**config.mk**
```make
export PLATFORM = sky130hd
export DESIGN_NAME = i2c_target_regfile
export DESIGN_NICKNAME = d
export VERILOG_FILES = /design/src/rtl/i2c_target_regfile.sv
export SDC_FILE = /design/constraint.sdc
export NUM_CORES = 1
export LEC_CHECK = 0
export ABC_AREA = 0
export BUFFER_PORTS_ARGS = -buffer_cell sky130_fd_sc_hd__clkbuf_2
export CAP_MARGIN = 20
export CELL_PAD_IN_SITES_DETAIL_PLACEMENT = 1
export CELL_PAD_IN_SITES_GLOBAL_PLACEMENT = 1
export CORE_AREA = 2 2 127 153
export DETAILED_ROUTE_END_ITERATION = 10
export DIE_AREA = 0 0 129 155
export GPL_TIMING_DRIVEN = 0
export PLACE_DENSITY = 0.78
export SLEW_MARGIN = 20
export SYNTH_ARGS = -nofsm -noshare
export SYNTH_HDL_FRONTEND = slang
export SYNTH_SLANG_ARGS = --single-unit
```
**constraint.sdc**
```tcl
create_clock -name clk -period 2.6 [get_ports clk]
set_input_delay 0.39 -clock clk [delete_from_list [all_inputs] [get_ports clk]]
set_output_delay 0.39 -clock clk [all_outputs]
set_load 0.005 [all_outputs]
```
**src/rtl/i2c_target_regfile.sv**
```systemverilog
// I2C target with an internal register file, written and read over the bus.
// Bus byte 1 after a write address selects the register pointer, following
// bytes are written with auto-increment. Reads stream regs[ptr] with
// auto-increment while the master ACKs.
// Optional build macro: I2C_TARGET_GLITCH_FILTER_EN adds a 3-sample majority
// filter on the synchronized scl/sda (2 clk extra latency).
//
// state     | meaning
// ----------+-----------------------------------------------------------
// IDLE      | bus free or not addressed; waits for START
// ADDR      | shifting in address bits and R/W
// ADDR_ACK  | driving ACK for a matched address
// PTR       | shifting in the register pointer byte
// PTR_ACK   | driving ACK for the pointer byte
// WDATA     | shifting in a write data byte
// WDATA_ACK | driving ACK for a written byte
// RDATA     | shifting out regs[ptr], MSB first
// RDATA_ACK | SDA released, sampling master ACK/NACK
// IGNORE    | not addressed or read aborted; only START/STOP matter
module i2c_target_regfile #(
    parameter int                        I2C_ADDR_WIDTH = 7,
    parameter int                        I2C_DATA_WIDTH = 8,
    parameter logic [I2C_ADDR_WIDTH-1:0] SLAVE_ADDRESS  = 7'h22,
    parameter int                        REG_DEPTH      = 16
) (
    input  logic                         clk,
    input  logic                         rst,
    input  logic                         scl,
    input  logic                         sda_i,
    output logic                         sda_oe,
    output logic                         wr_stb,
    output logic [$clog2(REG_DEPTH)-1:0] wr_addr,
    output logic [I2C_DATA_WIDTH-1:0]    wr_data,
    output logic                         busy
);
    localparam int AW        = I2C_ADDR_WIDTH;
    localparam int DW        = I2C_DATA_WIDTH;
    localparam int PW        = $clog2(REG_DEPTH);
    localparam int ADDR_BITS = AW + 1;
    localparam int SHW       = (ADDR_BITS > DW) ? ADDR_BITS : DW;
    localparam int CW        = $clog2(SHW + 1);

    typedef enum logic [3:0] {
        IDLE, ADDR, ADDR_ACK, PTR, PTR_ACK, WDATA, WDATA_ACK, RDATA, RDATA_ACK, IGNORE
    } state_t;

    logic scl_s1_q, scl_s2_q, sda_s1_q, sda_s2_q;
    logic scl_c, sda_c, scl_prev_q, sda_prev_q;

    // Two-flop synchronizers for the asynchronous bus lines; idle level is 1.
    always_ff @(posedge clk) begin
        if (rst) begin
            scl_s1_q <= 1'b1;
            scl_s2_q <= 1'b1;
            sda_s1_q <= 1'b1;
            sda_s2_q <= 1'b1;
        end else begin
            scl_s1_q <= scl;
            scl_s2_q <= scl_s1_q;
            sda_s1_q <= sda_i;
            sda_s2_q <= sda_s1_q;
        end
    end

`ifdef I2C_TARGET_GLITCH_FILTER_EN
    logic [1:0] scl_h_q, sda_h_q;
    logic       scl_f_q, sda_f_q;

    // Majority of the newest three synchronized samples, registered; a pulse
    // of one clk never wins the vote.
    always_ff @(posedge clk) begin
        if (rst) begin
            scl_h_q <= 2'b11;
            sda_h_q <= 2'b11;
            scl_f_q <= 1'b1;
            sda_f_q <= 1'b1;
        end else begin
            scl_h_q <= {scl_h_q[0], scl_s2_q};
            sda_h_q <= {sda_h_q[0], sda_s2_q};
            scl_f_q <= (scl_s2_q & scl_h_q[0]) | (scl_s2_q & scl_h_q[1]) | (scl_h_q[0] & scl_h_q[1]);
            sda_f_q <= (sda_s2_q & sda_h_q[0]) | (sda_s2_q & sda_h_q[1]) | (sda_h_q[0] & sda_h_q[1]);
        end
    end

    assign scl_c = scl_f_q;
    assign sda_c = sda_f_q;
`else
    assign scl_c = scl_s2_q;
    assign sda_c = sda_s2_q;
`endif

    // Previous clean levels for edge detection.
    always_ff @(posedge clk) begin
        if (rst) begin
            scl_prev_q <= 1'b1;
            sda_prev_q <= 1'b1;
        end else begin
            scl_prev_q <= scl_c;
            sda_prev_q <= sda_c;
        end
    end

    logic scl_rise, scl_fall, start_det, stop_det;
    assign scl_rise  =  scl_c & ~scl_prev_q;
    assign scl_fall  = ~scl_c &  scl_prev_q;
    assign start_det = ~sda_c &  sda_prev_q & scl_c;
    assign stop_det  =  sda_c & ~sda_prev_q & scl_c;

    state_t              state_q, state_d;
    logic [CW-1:0]       bit_cnt_q, bit_cnt_d;
    logic [SHW-1:0]      shift_q, shift_d, shift_in;
    logic [PW-1:0]       ptr_q, ptr_d;
    logic                rw_q, rw_d;
    logic                sda_oe_q, sda_oe_d;
    logic                busy_q, busy_d;
    logic                wr_stb_q, wr_stb_d;
    logic [PW-1:0]       wr_addr_q, wr_addr_d;
    logic [DW-1:0]       wr_data_q, wr_data_d;
    logic                reg_we;
    logic [DW-1:0]       regs_q [REG_DEPTH];

    assign shift_in = {shift_q[SHW-2:0], sda_c};

    // Next-state logic: START/STOP first, then per-state bit handling.
    always_comb begin
        state_d   = state_q;
        bit_cnt_d = bit_cnt_q;
        shift_d   = shift_q;
        ptr_d     = ptr_q;
        rw_d      = rw_q;
        sda_oe_d  = sda_oe_q;
        busy_d    = busy_q;
        wr_stb_d  = 1'b0;
        wr_addr_d = wr_addr_q;
        wr_data_d = wr_data_q;
        reg_we    = 1'b0;
        if (start_det) begin
            state_d   = ADDR;
            bit_cnt_d = '0;
            sda_oe_d  = 1'b0;
        end else if (stop_det) begin
            state_d   = IDLE;
            bit_cnt_d = '0;
            sda_oe_d  = 1'b0;
            busy_d    = 1'b0;
        end else begin
            unique case (state_q)
                ADDR: begin
                    if (scl_rise && bit_cnt_q != CW'(ADDR_BITS)) begin
                        shift_d   = shift_in;
                        bit_cnt_d = bit_cnt_q + CW'(1);
                    end else if (scl_fall && bit_cnt_q == CW'(ADDR_BITS)) begin
                        bit_cnt_d = '0;
                        if (shift_q[AW:1] == SLAVE_ADDRESS) begin
                            state_d  = ADDR_ACK;
                            rw_d     = shift_q[0];
                            sda_oe_d = 1'b1;
                            busy_d   = 1'b1;
                        end else begin
                            state_d = IGNORE;
                            busy_d  = 1'b0;
                        end
                    end
                end
                ADDR_ACK: begin
                    if (scl_fall) begin
                        bit_cnt_d = '0;
                        if (rw_q) begin
                            state_d  = RDATA;
                            shift_d  = SHW'(regs_q[ptr_q]);
                            sda_oe_d = ~regs_q[ptr_q][DW-1];
                        end else begin
                            state_d  = PTR;
                            sda_oe_d = 1'b0;
                        end
                    end
                end
                PTR, WDATA: begin
                    if (scl_rise && bit_cnt_q != CW'(DW)) begin
                        shift_d   = shift_in;
                        bit_cnt_d = bit_cnt_q + CW'(1);
                        if (bit_cnt_q == CW'(DW - 1)) begin
                            if (state_q == PTR) begin
                                ptr_d = shift_in[PW-1:0];
                            end else begin
                                reg_we    = 1'b1;
                                wr_stb_d  = 1'b1;
                                wr_addr_d = ptr_q;
                                wr_data_d = shift_in[DW-1:0];
                                ptr_d     = ptr_q + PW'(1);
                            end
                        end
                    end else if (scl_fall && bit_cnt_q == CW'(DW)) begin
                        bit_cnt_d = '0;
                        sda_oe_d  = 1'b1;
                        state_d   = (state_q == PTR) ? PTR_ACK : WDATA_ACK;
                    end
                end
                PTR_ACK, WDATA_ACK: begin
                    if (scl_fall) begin
                        state_d  = WDATA;
                        sda_oe_d = 1'b0;
                    end
                end
                RDATA: begin
                    if (scl_rise && bit_cnt_q != CW'(DW)) begin
                        bit_cnt_d = bit_cnt_q + CW'(1);
                    end else if (scl_fall && bit_cnt_q == CW'(DW)) begin
                        state_d   = RDATA_ACK;
                        bit_cnt_d = '0;
                        sda_oe_d  = 1'b0;
                    end else if (scl_fall && bit_cnt_q != '0) begin
                        shift_d  = shift_q << 1;
                        sda_oe_d = ~shift_q[DW-2];
                    end
                end
                RDATA_ACK: begin
                    // Entered on a fall, so the ACK rise always precedes the next fall.
                    if (scl_rise) begin
                        if (!sda_c) begin
                            ptr_d = ptr_q + PW'(1);
                        end else begin
                            state_d = IGNORE;
                            busy_d  = 1'b0;
                        end
                    end else if (scl_fall) begin
                        state_d   = RDATA;
                        bit_cnt_d = '0;
                        shift_d   = SHW'(regs_q[ptr_q]);
                        sda_oe_d  = ~regs_q[ptr_q][DW-1];
                    end
                end
                default: ;
            endcase
        end
    end

    // FSM state and registered outputs.
    always_ff @(posedge clk) begin
        if (rst) begin
            state_q   <= IDLE;
            bit_cnt_q <= '0;
            shift_q   <= '0;
            ptr_q     <= '0;
            rw_q      <= 1'b0;
            sda_oe_q  <= 1'b0;
            busy_q    <= 1'b0;
            wr_stb_q  <= 1'b0;
            wr_addr_q <= '0;
            wr_data_q <= '0;
        end else begin
            state_q   <= state_d;
            bit_cnt_q <= bit_cnt_d;
            shift_q   <= shift_d;
            ptr_q     <= ptr_d;
            rw_q      <= rw_d;
            sda_oe_q  <= sda_oe_d;
            busy_q    <= busy_d;
            wr_stb_q  <= wr_stb_d;
            wr_addr_q <= wr_addr_d;
            wr_data_q <= wr_data_d;
        end
    end

    // Register file, written in the same clk the strobe is launched.
    always_ff @(posedge clk) begin
        if (rst) begin
            for (int i = 0; i < REG_DEPTH; i++) regs_q[i] <= '0;
        end else if (reg_we) begin
            regs_q[ptr_q] <= shift_in[DW-1:0];
        end
    end

    assign sda_oe  = sda_oe_q;
    assign busy    = busy_q;
    assign wr_stb  = wr_stb_q;
    assign wr_addr = wr_addr_q;
    assign wr_data = wr_data_q;

endmodule

```
Word level (Yosys, flattened, before mapping):

Memory sizes are Yosys's and may differ from the RTL's. A register that Yosys moved wholly into a read port is not among the register bits.
Index checks and enable logic that the tools add are counted.

* add/sub/neg operators: 2
* multipliers: 0
* div/mod/pow operators: 0
* order comparisons: 0
* eq/ne operators: 49
* shifts and indexed selects: 0
* multiplexer cells: 74
* bitwise gates (word level): 16
* reduce and logical (&&, ||, !) cells: 25

Operators with widths (count)
* 4-bit two-way mux: 24
* 8-bit two-way mux: 9
* 2-bit != test (second input constant): 18
* 4-bit != test (second input constant): 9
* 1-bit two-way mux: 33
* 11-bit AND reduction: 3
* 8-bit one-hot mux with 4 select lines: 1
* 4-bit one-hot mux with 6 select lines: 1
* 3-bit != test (second input constant): 7
* 4-bit by 3-bit equality test with 1-bit output (second input constant): 5
* 6-bit AND reduction: 3
* 4-bit one-hot mux with 3 select lines: 1
* 12-bit AND reduction: 1
* 5-bit != test (second input constant): 2
* 1-bit NOT: 10
* 4-bit by 1-bit adder with 4-bit output (second input constant): 2
* 4-bit by 2-bit equality test with 1-bit output (second input constant): 2
* 4-bit equality test (second input constant): 2
* 4-bit one-hot mux with 2 select lines: 1
* 4-bit nonzero test: 2
* 8-bit nonzero test: 1
* 8-bit OR reduction: 1
* 7-bit by 6-bit equality test with 1-bit output (second input constant): 1
* 7-bit AND reduction: 1
* other kinds (16): 26

* register bits after elaboration: 42
* latch bits: 0
* memory bits (writable): 128
* ROM bits: 0
* bits of input ports: 4
* output and inout bits: 15
* logic and storage cells: 184
* memories kept: 1

Memories
* regs_q: words 16, bits a word 8, read ports 1, clocked after Yosys merged registers in 1, wr ports 16, line 120 `logic [DW-1:0] regs_q [REG_DEPTH];`

Longest topological paths before layout:

* depth after elaboration: 12
* depth in mapped cells: 10
* gate-level depth less buffers: 7

Worst setup path after synthesis:

No wires, ideal clock.

* path type: reg2reg
* from: reg scl_s2_q, in the netlist scl_c
* to: mem regs_q[12][0] (netlist bit), enable pin
* setup time: 0.384 ns
* arrival: 2.127 ns
* data required time: 2.216 ns
* path slack: 0.089 ns
* cell stages (with the launch flop): 7
* path buffers: 1
* period minus slack after synthesis: 2.511 ns
* cell sequence: dfxtp_1 -> ha_1 -> clkbuf_1 -> nand4b_1 -> nor3_2 -> nand3_1 -> o21ai_0

RTL lines
* from (decl): line 47 `logic scl_s1_q, scl_s2_q, sda_s1_q, sda_s2_q;`
* from (signal assigned): line 59 `scl_s2_q <= scl_s1_q;`
* to (decl): line 120

==> impl_table.tex <==
\begin{tabular}{lr}
\hline
Metric & Value \\
\hline
\multicolumn{2}{l}{\textbf{Clocking}} \\
Number of sinks handled by clock tree synthesis & approximately 170 \\
Clock latency on the worst-skew pair & between 400 and 500 ps \\
CTS Root Buffer Type & sky130\_fd\_sc\_hd\_\_clkbuf\_16 \\
Depth of the CTS H-tree & 4 \\
Clock buffers created by TritonCTS & 17 \\
Clock tree buffer depth & 2 \\
Clock tree from TritonCTS & done \\
Clock transition at the register clock pins on the worst setup and hold paths after CTS & $\sim$70 ps \\
\multicolumn{2}{l}{\textbf{Finish}} \\
Diode insertion count for antenna repair & 0 \\
Final nets & roughly 760 \\
Fraction of final layout cells with drive strength greater than 1 & about a fifth \\
Fill cell instance count of the final layout & slightly below 2000 \\
Area overhead of the layout relative to synthesis & 15.07\% \\
Final Non-Filler Cells & $\sim$1000 \\
\multicolumn{2}{l}{\textbf{Synthesis}} \\
Number of warning messages in the yosys log & 0 \\
Post-synthesis cell type with the largest combined area & sky130\_fd\_sc\_hd\_\_edfxtp\_1 \\
Top cells by area in the synthesized netlist & sky130\_fd\_sc\_hd\_\_edfxtp\_1 (46\%), sky130\_fd\_sc\_hd\_\_dfxtp\_1 (11\%), sky130\_fd\_sc\_hd\_\_mux4\_2 (7.0\%) \\
Area share of the largest cell type after synthesis & 45.85\% \\
Mapped Nets & 722 \\
Cell count after synthesis & 710 \\
Synth Register Bits & roughly 170 \\
Synthesized area divided by synthesized cell count & approximately 12 um\^{}2 \\
Share of flip-flops with an asynchronous set or reset after synthesis & 0\% \\
Number of enable-type register cells in the synthesized netlist & 128 \\
Top flip-flop cell by instance count after synthesis & sky130\_fd\_sc\_hd\_\_edfxtp\_1 \\
Count of unique library cells instantiated by Yosys & 66 \\
Share of the yosys chip area belonging to registers & about 57\% \\
Synthesized area & about 8400 um\^{}2 \\
\multicolumn{2}{l}{\textbf{Die}} \\
FP Rows & 55 \\
Area of the die & between 15000 and 20000 um\^{}2 \\
CORE AREA & 18650 um\^{}2 \\
Overall die height & between 150 and 200 um \\
I/O pin count & 19 \\
Effective utilization at floorplan & around 45\% \\
Die X-Extent & approximately 130 um \\
\multicolumn{2}{l}{\textbf{Global route}} \\
Overall global routing resource usage & between 20\% and 30\% \\
Maximum number of pins on one net before global-route repair & 17 \\
Via count of the first global-routing pass & around 6600 \\
Wire length of the first global-routing pass & approximately 40 mm \\
Number of antenna violations at the first check in global routing & 0 \\
Remaining global-route overflow & 0 \\
\multicolumn{2}{l}{\textbf{Routing}} \\
Mean routed wirelength per cell & roughly 26 um \\
Final ANT Viol Nets & 0 \\
Total via count after detailed routing & between 6000 and 7000 \\
Top sig layer & met4 \\
Number of search-and-repair iterations in the first detailed-routing pass & 4 \\
Routed metal-1 wire length & approximately 10 mm \\
Post-Route WL & 25.99 mm \\
Post-route DRC & 0 \\
Number of DRC violations after detailed-routing iteration 0 & 620 \\
Sum of met2 wire segment lengths after detailed routing & roughly 14 mm \\
Length of routed met3 wiring & 1.122 mm \\
Average vias per placed instance & just over 6 \\
\multicolumn{2}{l}{\textbf{Timing}} \\
Number of endpoints failing setup at the final stage & 0 \\
Highest attainable clock frequency & a little under 400 MHz \\
Final hold vios & 0 \\
Period utilization & 97.02\% \\
Measured slew at the worst slew-check pin & $\sim$1000 ps \\
Final count of pins violating max slew & 0 \\
Normalized max-slew margin & roughly 30\% \\
Worst hold-check slack & approximately 120 ps \\
Post-layout min period & $\sim$2500 ps \\
Final setup skew & approximately 11 ps \\
\multicolumn{2}{l}{\textbf{Worst setup path}} \\
Required time of the critical path & about 2900 ps \\
Most prevalent standard cell on the critical path & sky130\_fd\_sc\_hd\_\_buf\_2 \\
Critical path, cell by cell & buf\_2 -> clkbuf\_4 -> buf\_2 -> mux2\_2 -> o22ai\_1 -> nor2\_1 -> o2111ai\_1 -> o31ai\_1 \\
Largest delay contributor family on the critical path & buffers and inverters \\
Largest fanout on the critical path & 10 \\
Worst setup path class & flop to flop \\
Arr. time, crit path & between 2000 and 3000 ps \\
Startpoint class of the critical path & flop \\
Highest-delay cell along the critical path & sky130\_fd\_sc\_hd\_\_clkbuf\_4 \\
Critical path buffer and inverter count & 3 \\
Worst stage delay on the critical path & roughly 370 ps \\
Worst Setup End Kind & flop \\
\multicolumn{2}{l}{\textbf{Power}} \\
Power per cell area & slightly below 800 nW/um\^{}2 \\
Worst vdd ir & 482.8 uV \\
Leakage power & a little over 3 nW \\
\multicolumn{2}{l}{\textbf{Place}} \\
Port Buffers & 18 \\
Estimated wirelength of the detail-placed design & 18.43 mm \\
Final weighted congestion of routability-driven global placement & around 0.96 \\
Cell count after placement & a little under 1000 \\
\multicolumn{2}{l}{\textbf{Job}} \\
Maximum Capacitance Violations & 0 \\
\multicolumn{2}{l}{\textbf{Run status}} \\
Result of the run & complete, no violations \\
\multicolumn{2}{l}{\textbf{Min path}} \\
Class of the tightest hold or removal check & input pin to flop \\
\hline
\end{tabular}
==> worst paths after layout <==
| path | startpoint | end | slack [ps] | depth (start not counted) |
|---|---|---|---|---|
| worst min register to register | scl_s1_q$_SDFF_PP1_ | scl_c$_SDFF_PP1_ | 420 | 1 |
| worst max register to register | flop | shift_q[5]$_SDFFE_PP0P_ | 80 | 8 |
| worst min-delay path | sda_i | sda_s1_q$_SDFF_PP1_ | 120 | 2 |
| worst max-delay path | flop | shift_q[5]$_SDFFE_PP0P_ | 80 | 8 |
==> worst reg2reg max path: cells and delay by family, from the launching register on <==
family          cells  cell delay (ps)
compound gates      3              570
mux                 1              370
simple gates        1              100
flops               1              310
buf+inv             3             1040
==> cells in the final DEF (no fill, tap or decap), types with 6 or more instances in the layout <==
master and n:
sky130_fd_sc_hd__nor4_1 22, sky130_fd_sc_hd__o21ai_0 20, sky130_fd_sc_hd__nand2_1 16, sky130_fd_sc_hd__mux2_2 11, sky130_fd_sc_hd__clkbuf_2 24, sky130_fd_sc_hd__mux2i_1 22
sky130_fd_sc_hd__mux4_2 26, sky130_fd_sc_hd__o21ai_4 8, sky130_fd_sc_hd__a211oi_1 12, sky130_fd_sc_hd__clkbuf_16 19, sky130_fd_sc_hd__and2_1 55, sky130_fd_sc_hd__nor2_1 41
sky130_fd_sc_hd__o22ai_1 7, sky130_fd_sc_hd__inv_1 13, sky130_fd_sc_hd__clkbuf_1 49, sky130_fd_sc_hd__nor3_1 67, sky130_fd_sc_hd__buf_2 6, sky130_fd_sc_hd__dfxtp_1 46
sky130_fd_sc_hd__nor2b_1 7, sky130_fd_sc_hd__ha_1 7, sky130_fd_sc_hd__edfxtp_1 128, sky130_fd_sc_hd__nand3_1 6, sky130_fd_sc_hd__or2_2 10, sky130_fd_sc_hd__a21oi_1 28
==> sequential cells by signal, indices dropped and copies added (netlist names), 4 cells and up, named ones only <==
name and cells:
bit_cnt_q 4, ptr_q 4, regs_q 128, shift_q 8, state_q 4, wr_addr 4
wr_data 8
==> cell usage after synthesis (12+ instances only) <==
library cell and count:
sky130_fd_sc_hd__mux2i_1 22, sky130_fd_sc_hd__o21ai_0 32, sky130_fd_sc_hd__nor3_1 71, sky130_fd_sc_hd__nand2_1 17, sky130_fd_sc_hd__nor4_1 22, sky130_fd_sc_hd__a211oi_1 12, sky130_fd_sc_hd__and2_1 55, sky130_fd_sc_hd__nor2_1 41
sky130_fd_sc_hd__mux4_2 26, sky130_fd_sc_hd__clkbuf_1 54, sky130_fd_sc_hd__dfxtp_1 46, sky130_fd_sc_hd__a21oi_1 29, sky130_fd_sc_hd__inv_1 12, sky130_fd_sc_hd__edfxtp_1 128
==> power by group <==
group          total, W  switching (W)  leakage [nW]  internal [W]
registers       0.00328       0.000125          1.60       0.00316
logic           0.00166        0.00113          1.16      0.000529
clock network   0.00259        0.00116         0.298       0.00143
==> cell families after synthesis <==
group	Yosys count	synth area share (%)
AO/OA/AOI/OAI	120	9.254
XOR/XNOR	3	0.3135
adder cells (fa/ha/maj)	8	1.194
buffers and inverters	84	4.104
flip-flops	174	56.84
multiplexers	59	11.09
AND/OR/NAND/NOR	262	17.21
==> area by class of cell <==
type	count	area [um^2]	area share, %
clock inverters	9	66.31	0.6874
clock buffers	23	520.5	5.396
multi-input cells	452	3506	36.34
well taps	256	320.3	3.320
repair buffers	19	110.1	1.141
plain buffers	67	299.0	3.100
inverters	16	60.06	0.6226
flip-flops and latches	174	4765	49.39
==> layer usage <==
layer	vias to the layer above	track usage [%]
met2	205	47.29
met3	70	5.571
met5	-	0
li1	2765	-
met1	3155	31.61
met4	0	13.30
==> repair_timing <==
item / 4_1_cts / 5_1_grt
hold buffers: 0 / 0
endpoints found under the setup margin: 272 / 192
resized for setup: 33 / 21
buffers inserted: 1 / 0
pin swaps: 1 / 0
==> through the flow <==
step	instance area [um^2]	setup TNS [ps]	total power, W	util, %	worst slack, ps
after floorplan	8383	0	0.004400	-	88.62
after CTS	9543	-5350	0.007481	51.17	-100.4
after global routing	9647	-25.97	0.007791	51.73	-5.102
final	9647	0	0.007531	51.73	77.50
after detailed placement	8793	-164060	0.004940	47.15	-982.9
after global placement	8793	-165170	0.004878	47.15	-1271
(Power assumes the default switching activity.)
